File: config.mk
export PLATFORM = sky130hd
export DESIGN_NAME = bcd_conv_scheduler
export DESIGN_NICKNAME = d
export VERILOG_FILES = /design/src/rtl/bcd_conv_scheduler_pkg.sv /design/src/rtl/bcd_conv_scheduler_rr_arbiter.sv /design/src/rtl/bcd_conv_scheduler.sv
export SDC_FILE = /design/constraint.sdc
export NUM_CORES = 1
export LEC_CHECK = 0
export CAP_MARGIN = 15
export CORE_UTILIZATION = 39
export DETAILED_ROUTE_END_ITERATION = 16
export HOLD_SLACK_MARGIN = 0.05
export PLACE_DENSITY = 0.76
export SYNTH_ARGS = -nofsm -noshare
export SYNTH_HDL_FRONTEND = slang
export SYNTH_SLANG_ARGS = --single-unit
File: constraint.sdc
create_clock -name clk -period 1.7 [get_ports clk]
set_input_delay 0.34 -clock clk [delete_from_list [all_inputs] [get_ports clk]]
set_output_delay 0.34 -clock clk [all_outputs]
set_load 0.02 [all_outputs]
File: src/rtl/bcd_conv_scheduler_pkg.sv
// Shared constants and FSM encoding for the BCD converter scheduler.
// The defaults match the 14-bit, 14-cycle converter used by the score display.
package bcd_sched_pkg;

    localparam int CONV_BIN_W   = 14;
    localparam int CONV_LAT_CYC = 14;
    localparam int BCD_MAX_VAL  = 9999;
    localparam int BCD_W        = 16;

    typedef enum logic [1:0] {
        ST_IDLE    = 2'd0,
        ST_ISSUE   = 2'd1,
        ST_WAIT    = 2'd2,
        ST_CAPTURE = 2'd3
    } state_t;

endpackage

File: src/rtl/bcd_conv_scheduler_rr_arbiter.sv
// Combinational round-robin pick: the first set pending bit at or after start_idx,
// wrapping around. The pointer register lives in the parent.
module rr_arbiter #(
    parameter int NUM_REQ = 2,
    parameter int ID_W    = 1
) (
    input  logic [NUM_REQ-1:0] pending,
    input  logic [ID_W-1:0]    start_idx,
    output logic [ID_W-1:0]    grant_id,
    output logic               any_req
);

    // Walk from the far end back toward start_idx so the nearest set bit wins last.
    always_comb begin
        int idx;
        idx      = 0;
        grant_id = '0;
        any_req  = 1'b0;
        for (int k = NUM_REQ - 1; k >= 0; k--) begin
            idx = int'(start_idx) + k;
            if (idx >= NUM_REQ) begin
                idx = idx - NUM_REQ;
            end
            if (pending[ID_W'(idx)]) begin
                grant_id = ID_W'(idx);
                any_req  = 1'b1;
            end
        end
    end

endmodule

File: src/rtl/bcd_conv_scheduler.sv
// Time-shares one binary-to-BCD converter between NUM_REQ requesters and keeps
// each requester's latest 4-digit BCD result for the display.
module bcd_conv_scheduler
    import bcd_sched_pkg::*;
#(
    parameter int  NUM_REQ  = 2,
    parameter int  BIN_W    = CONV_BIN_W,
    parameter int  CONV_LAT = CONV_LAT_CYC,
    parameter int  MAX_VAL  = BCD_MAX_VAL,
    localparam int ID_W     = (NUM_REQ > 1) ? $clog2(NUM_REQ) : 1
) (
    input  logic                     clk,
    input  logic                     reset_n,
    input  logic [NUM_REQ-1:0]       req,
    input  logic [NUM_REQ*BIN_W-1:0] bin_in,
    output logic                     conv_start,
    output logic [BIN_W-1:0]         conv_in,
    input  logic [BCD_W-1:0]         conv_bcd,
    output logic [NUM_REQ*BCD_W-1:0] result,
    output logic [NUM_REQ-1:0]       result_valid,
    output logic                     done,
    output logic [ID_W-1:0]          done_id,
    output logic                     busy,
    output state_t                   dbg_state
);

    // Handshake: conv_start is a one-cycle pulse in ISSUE with conv_in already
    // stable; conv_bcd is trusted CONV_LAT edges later. done is a one-cycle
    // pulse aligned with the updated result slice named by done_id.

    localparam int                CNT_W    = $clog2(CONV_LAT + 1);
    localparam logic [BIN_W-1:0]  MAX_BIN  = BIN_W'(MAX_VAL);
    localparam logic [CNT_W-1:0]  CNT_LOAD = CNT_W'(CONV_LAT - 1);

    state_t               state;
    state_t               state_nxt;
    logic [NUM_REQ-1:0]   pending;
    logic [NUM_REQ-1:0]   grant_mask;
    logic [ID_W-1:0]      rr_ptr;
    logic [ID_W-1:0]      next_ptr;
    logic [ID_W-1:0]      grant_id;
    logic [ID_W-1:0]      arb_id;
    logic                 arb_any;
    logic                 grant_now;
    logic [CNT_W-1:0]     wait_cnt;
    logic [BIN_W-1:0]     grant_val;
    logic [BIN_W-1:0]     bin_arr    [NUM_REQ];
    logic [BCD_W-1:0]     result_arr [NUM_REQ];

    for (genvar i = 0; i < NUM_REQ; i++) begin : g_slice
        assign bin_arr[i]                  = bin_in[i*BIN_W +: BIN_W];
        assign result[i*BCD_W +: BCD_W]    = result_arr[i];
    end

    rr_arbiter #(
        .NUM_REQ (NUM_REQ),
        .ID_W    (ID_W)
    ) u_arb (
        .pending   (pending),
        .start_idx (rr_ptr),
        .grant_id  (arb_id),
        .any_req   (arb_any)
    );

    assign grant_now  = (state == ST_IDLE) && arb_any;
    assign grant_mask = grant_now ? (NUM_REQ'(1) << arb_id) : '0;
    assign next_ptr   = (arb_id == ID_W'(NUM_REQ - 1)) ? '0 : arb_id + 1'b1;
    assign grant_val  = (bin_arr[arb_id] > MAX_BIN) ? MAX_BIN : bin_arr[arb_id];
    assign busy       = (state != ST_IDLE);
    assign dbg_state  = state;

    always_ff @(posedge clk or negedge reset_n) begin
        if (!reset_n) begin
            state <= ST_IDLE;
        end else begin
            state <= state_nxt;
        end
    end

    always_comb begin
        state_nxt  = state;
        conv_start = 1'b0;
        case (state)
            ST_IDLE: begin
                if (arb_any) begin
                    state_nxt = ST_ISSUE;
                end
            end
            ST_ISSUE: begin
                conv_start = 1'b1;
                state_nxt  = ST_WAIT;
            end
            ST_WAIT: begin
                if (wait_cnt == '0) begin
                    state_nxt = ST_CAPTURE;
                end
            end
            ST_CAPTURE: begin
                state_nxt = ST_IDLE;
            end
            default: begin
                state_nxt = ST_IDLE;
            end
        endcase
    end

    // A request sampled on its own grant edge survives the clear: one queued re-run.
    always_ff @(posedge clk or negedge reset_n) begin
        if (!reset_n) begin
            pending      <= '0;
            rr_ptr       <= '0;
            grant_id     <= '0;
            wait_cnt     <= '0;
            conv_in      <= '0;
            result_valid <= '0;
            done         <= 1'b0;
            done_id      <= '0;
            for (int i = 0; i < NUM_REQ; i++) begin
                result_arr[i] <= '0;
            end
        end else begin
            done    <= 1'b0;
            pending <= (pending & ~grant_mask) | req;
            if (grant_now) begin
                grant_id <= arb_id;
                rr_ptr   <= next_ptr;
                conv_in  <= grant_val;
            end
            if (state == ST_ISSUE) begin
                wait_cnt <= CNT_LOAD;
            end else if ((state == ST_WAIT) && (wait_cnt != '0)) begin
                wait_cnt <= wait_cnt - 1'b1;
            end
            if (state == ST_CAPTURE) begin
                result_arr[grant_id]   <= conv_bcd;
                result_valid[grant_id] <= 1'b1;
                done                   <= 1'b1;
                done_id                <= grant_id;
            end
        end
    end

endmodule
==> key figures <==
Floorplan
  • Core Box Area: 6310 µm²
  • Initial Util: 40.1%
  • Die X-Extent: 82.6 µm
  • Num rows: 29
  • Die Span Y: 82.6 µm
  • Die area: 6820 µm²
  • Num ports: 102

STA
  • Final setup viols: 0
  • Final worst path period need: 1.65 ns
  • Post-route clock period utilization: 97.3%
  • Setup TNS: 0 ns
  • Fin worst setup slack: 0.0458 ns
  • RSZ-0062 raised after global routing: yes
  • Max_slew headroom: 75.4%
  • Skew final: 0.00856 ns
  • Fin. Hold Viols: 0
  • Fmax: 0.605 GHz
  • Slew Limit Fails: 0
  • Worst slew pin tran: 0.359 ns

Cells and area
  • Area delta synth->final: 60.2%
  • Fin util: 64.3%
  • Ant. Diodes: 0
  • Layout Nets: 372
  • Fill cells: 528
  • Share of layout cells above drive strength 1: 26.3%

Setup path
  • Worst Path Required: 1.36 ns
  • Crit path max fanout: 2
  • Levels on crit path: 1
  • FF-to-FF Start: dbg_state[0]
  • Worst path slowest cell: clkdlybuf4s50_1
  • R2R Path End: wait_cnt[3]
  • Worst path cell trace: clkdlybuf4s50_1
  • Startpoint Class: register
  • CP arrival: 1.31 ns
  • Worst Path Buf+Inv: 1
  • Critical path endpoint category: output port
  • Worst stage delay on the critical path: 0.62 ns
  • CP Class: reg2out
  • R2r worst-path depth: 6
  • Kind of cell adding the most delay to the critical path: buffers and inverters
  • R2r setup slk: 0.06 ns
  • Worst setup endpoint: conv_in[10]
  • Worst setup startpoint: conv_in[10]

Pwr
  • Clock power frac: 17.4%
  • Leakage power: 1.79 nW
  • Switching Share: 35.7%
  • Comb pwr share: 52.7%
  • Power density over the cells: 2040 nW/µm²
  • Max rail drop VDD: 1.19 mV
  • Sequential share of power: 29.9%
  • Sw Pwr: 2.96 mW
  • P_int: 5.33 mW

Clock tree
  • H-tree depth: 3
  • Max Root-Sink Buffers: 2
  • Clk_lat worst skew: 0.33 ns
  • CTS Sinks: 59
  • Total CTS buffers: 9
  • Reg clk slew, reported paths: 0.06 ns
  • CTS root buffer: clkbuf_8
  • CTS tree: built

GRT
  • Largest net degree at the start of global routing: 60
  • Vias in the first global route: 1,966
  • First-pass GRT wire length: 9050 µm
  • GR Util All Layers: 18.0%
  • Gr ovfl total: 0
  • Initial antenna violation count: 0

Synth
  • Post-synth ARST share: 100%
  • Cells after synthesis: 192
  • Synthesized area: 2530 µm²
  • Yosys warnings: 0
  • Number of synthesized register bits: 59
  • Post-synth EDFFs: 0
  • Most used flip-flop cell after synthesis: dfrtp_1
  • Post-synthesis cell type count: 33
  • Syn nets: 246
  • Avg Inst Size Synth: 13.2 µm²
  • Post-synthesis sequential area ratio: 58.3%

Drt
  • Vias: 1,971
  • DRC viols: 0
  • Vias per Instance: 4.93
  • Routed length per placed instance: 14.1 µm
  • Drt pass-1 iters: 4
  • Final ANT Viol Nets: 0
  • DR iter-0 viols: 58
  • Post-Route WL: 5650 µm

Worst hold path
  • Worst Hold Depth: 1
  • Worst min-delay path class: reg2reg

Placed design
  • Port bufs: 100
  • Post-place setup slack: -0.220 ns
  • Dpl hpwl: 4080 µm
  • GPL Wtd Cong: 0.729

Outcome
  • Status: finished clean

Job
  • Max cap viols: 0
## synth_stat cells, drive strengths merged, types with 3 or more instances
| library cell | instances | area share (%) |
|---|---|---|
| nand2b | 5 | 1.2 |
| mux2i | 9 | 3.6 |
| inv | 7 | 1.0 |
| clkbuf | 3 | 0.44 |
| nor2 | 9 | 1.3 |
| ha | 6 | 3.0 |
| dfrtp | 59 | 58 |
| nand2 | 11 | 1.9 |
| a22o | 4 | 1.4 |
| buf | 4 | 0.99 |
| a21oi | 7 | 1.4 |
| mux2 | 37 | 16 |
| o21ai | 6 | 1.2 |
## final cells by class
type | count | area (µm²) | share of cell area [%]
Clock buffer | 12 | 155 | 3.82
Inverter | 7 | 26.3 | 0.647
Timing Repair Buffer | 122 | 1210 | 29.8
Tap cell | 77 | 96.3 | 2.37
Multi-Input combinational cell | 119 | 1020 | 25.2
Clock inverter | 4 | 72.6 | 1.79
Sequential cell | 59 | 1480 | 36.4
## power by group through the flow
stage	clock network [mW]	registers, mW	logic [mW]
floorplan	0	3.20	1.63
global placement	0	2.47	4.28
detailed placement	0	2.50	4.37
CTS	1.47	2.49	4.39
global route	1.54	2.58	4.72
finish	1.44	2.48	4.37
## worst min path at each step
stage	from	to	slack, ns
after global placement	reset_n	conv_in[2]	0.36
after CTS	result_valid[1]	result_valid[1]	0.48
final	result_valid[1]	result_valid[1]	0.47
after floorplan	reset_n	conv_in[0]	0.04
after detailed placement	reset_n	conv_in[8]	0.36
after global routing	result_valid[0]	result_valid[0]	0.49
## routing by layer
layer,GRT usage [%],wire (µm),up-vias
met4,6.21,48,0
met5,0,0,-
li1,-,-,931
met1,20.9,2410,962
met3,6.92,377,6
met2,30.2,2810,72
## cells by family after synthesis
logic type                 count (synthesis)  synth area share [%]
DFF                                       59                  58.3
adders and majority gates                  6                  2.96
AOI/OAI and AO/OA                         26                  7.65
and+or+nand+nor                           39                  7.95
xor gates and xnor gates                   2                 0.691
muxes                                     46                  20.0
buffers and inverters                     14                  2.47
## state kept, by name (all words and copies together), names as in the netlist
| name | cells |
|---|---|
| done | 1 |
| pending | 1 |
| conv_in | 14 |
| result_valid | 2 |
| grant_id | 1 |
| wait_cnt | 4 |
| done_id | 1 |
| dbg_state | 2 |
| result | 32 |
| rr_ptr | 1 |
## through the flow
step,total power [mW],hold WS [ns],area (µm²),instances
2_1_floorplan,4.83,0.0444,2540,192
3_3_place_gp,6.75,0.364,3780,382
3_5_place_dp,6.87,0.364,3780,382
4_1_cts,8.35,0.478,4030,399
5_1_grt,8.84,0.493,4060,400
6_report,8.29,0.467,4060,400
## cell usage in the layout (no fill, tap or decap), types with 4 or more instances in the layout
cell type,n
nand2b_1,5
mux2_2,37
dlymetal6s2s_1,6
inv_1,5
o21ai_0,6
nand2_1,10
a21oi_1,7
dfrtp_1,59
ha_1,4
buf_4,18
mux2i_1,9
clkdlybuf4s50_1,89
a22o_1,4
nor2_1,9
clkbuf_8,11
## what timing repair did
item                                    in CTS  in global routing
hold buffers                                 1                  0
setup buffers                                0                  1
endpoints found under the setup margin       6                 20
gates resized for setup                     10                 11
endpoints found under the hold margin       59                  0
pin swaps                                    0                  1
Power figures use the tool's default switching activity.
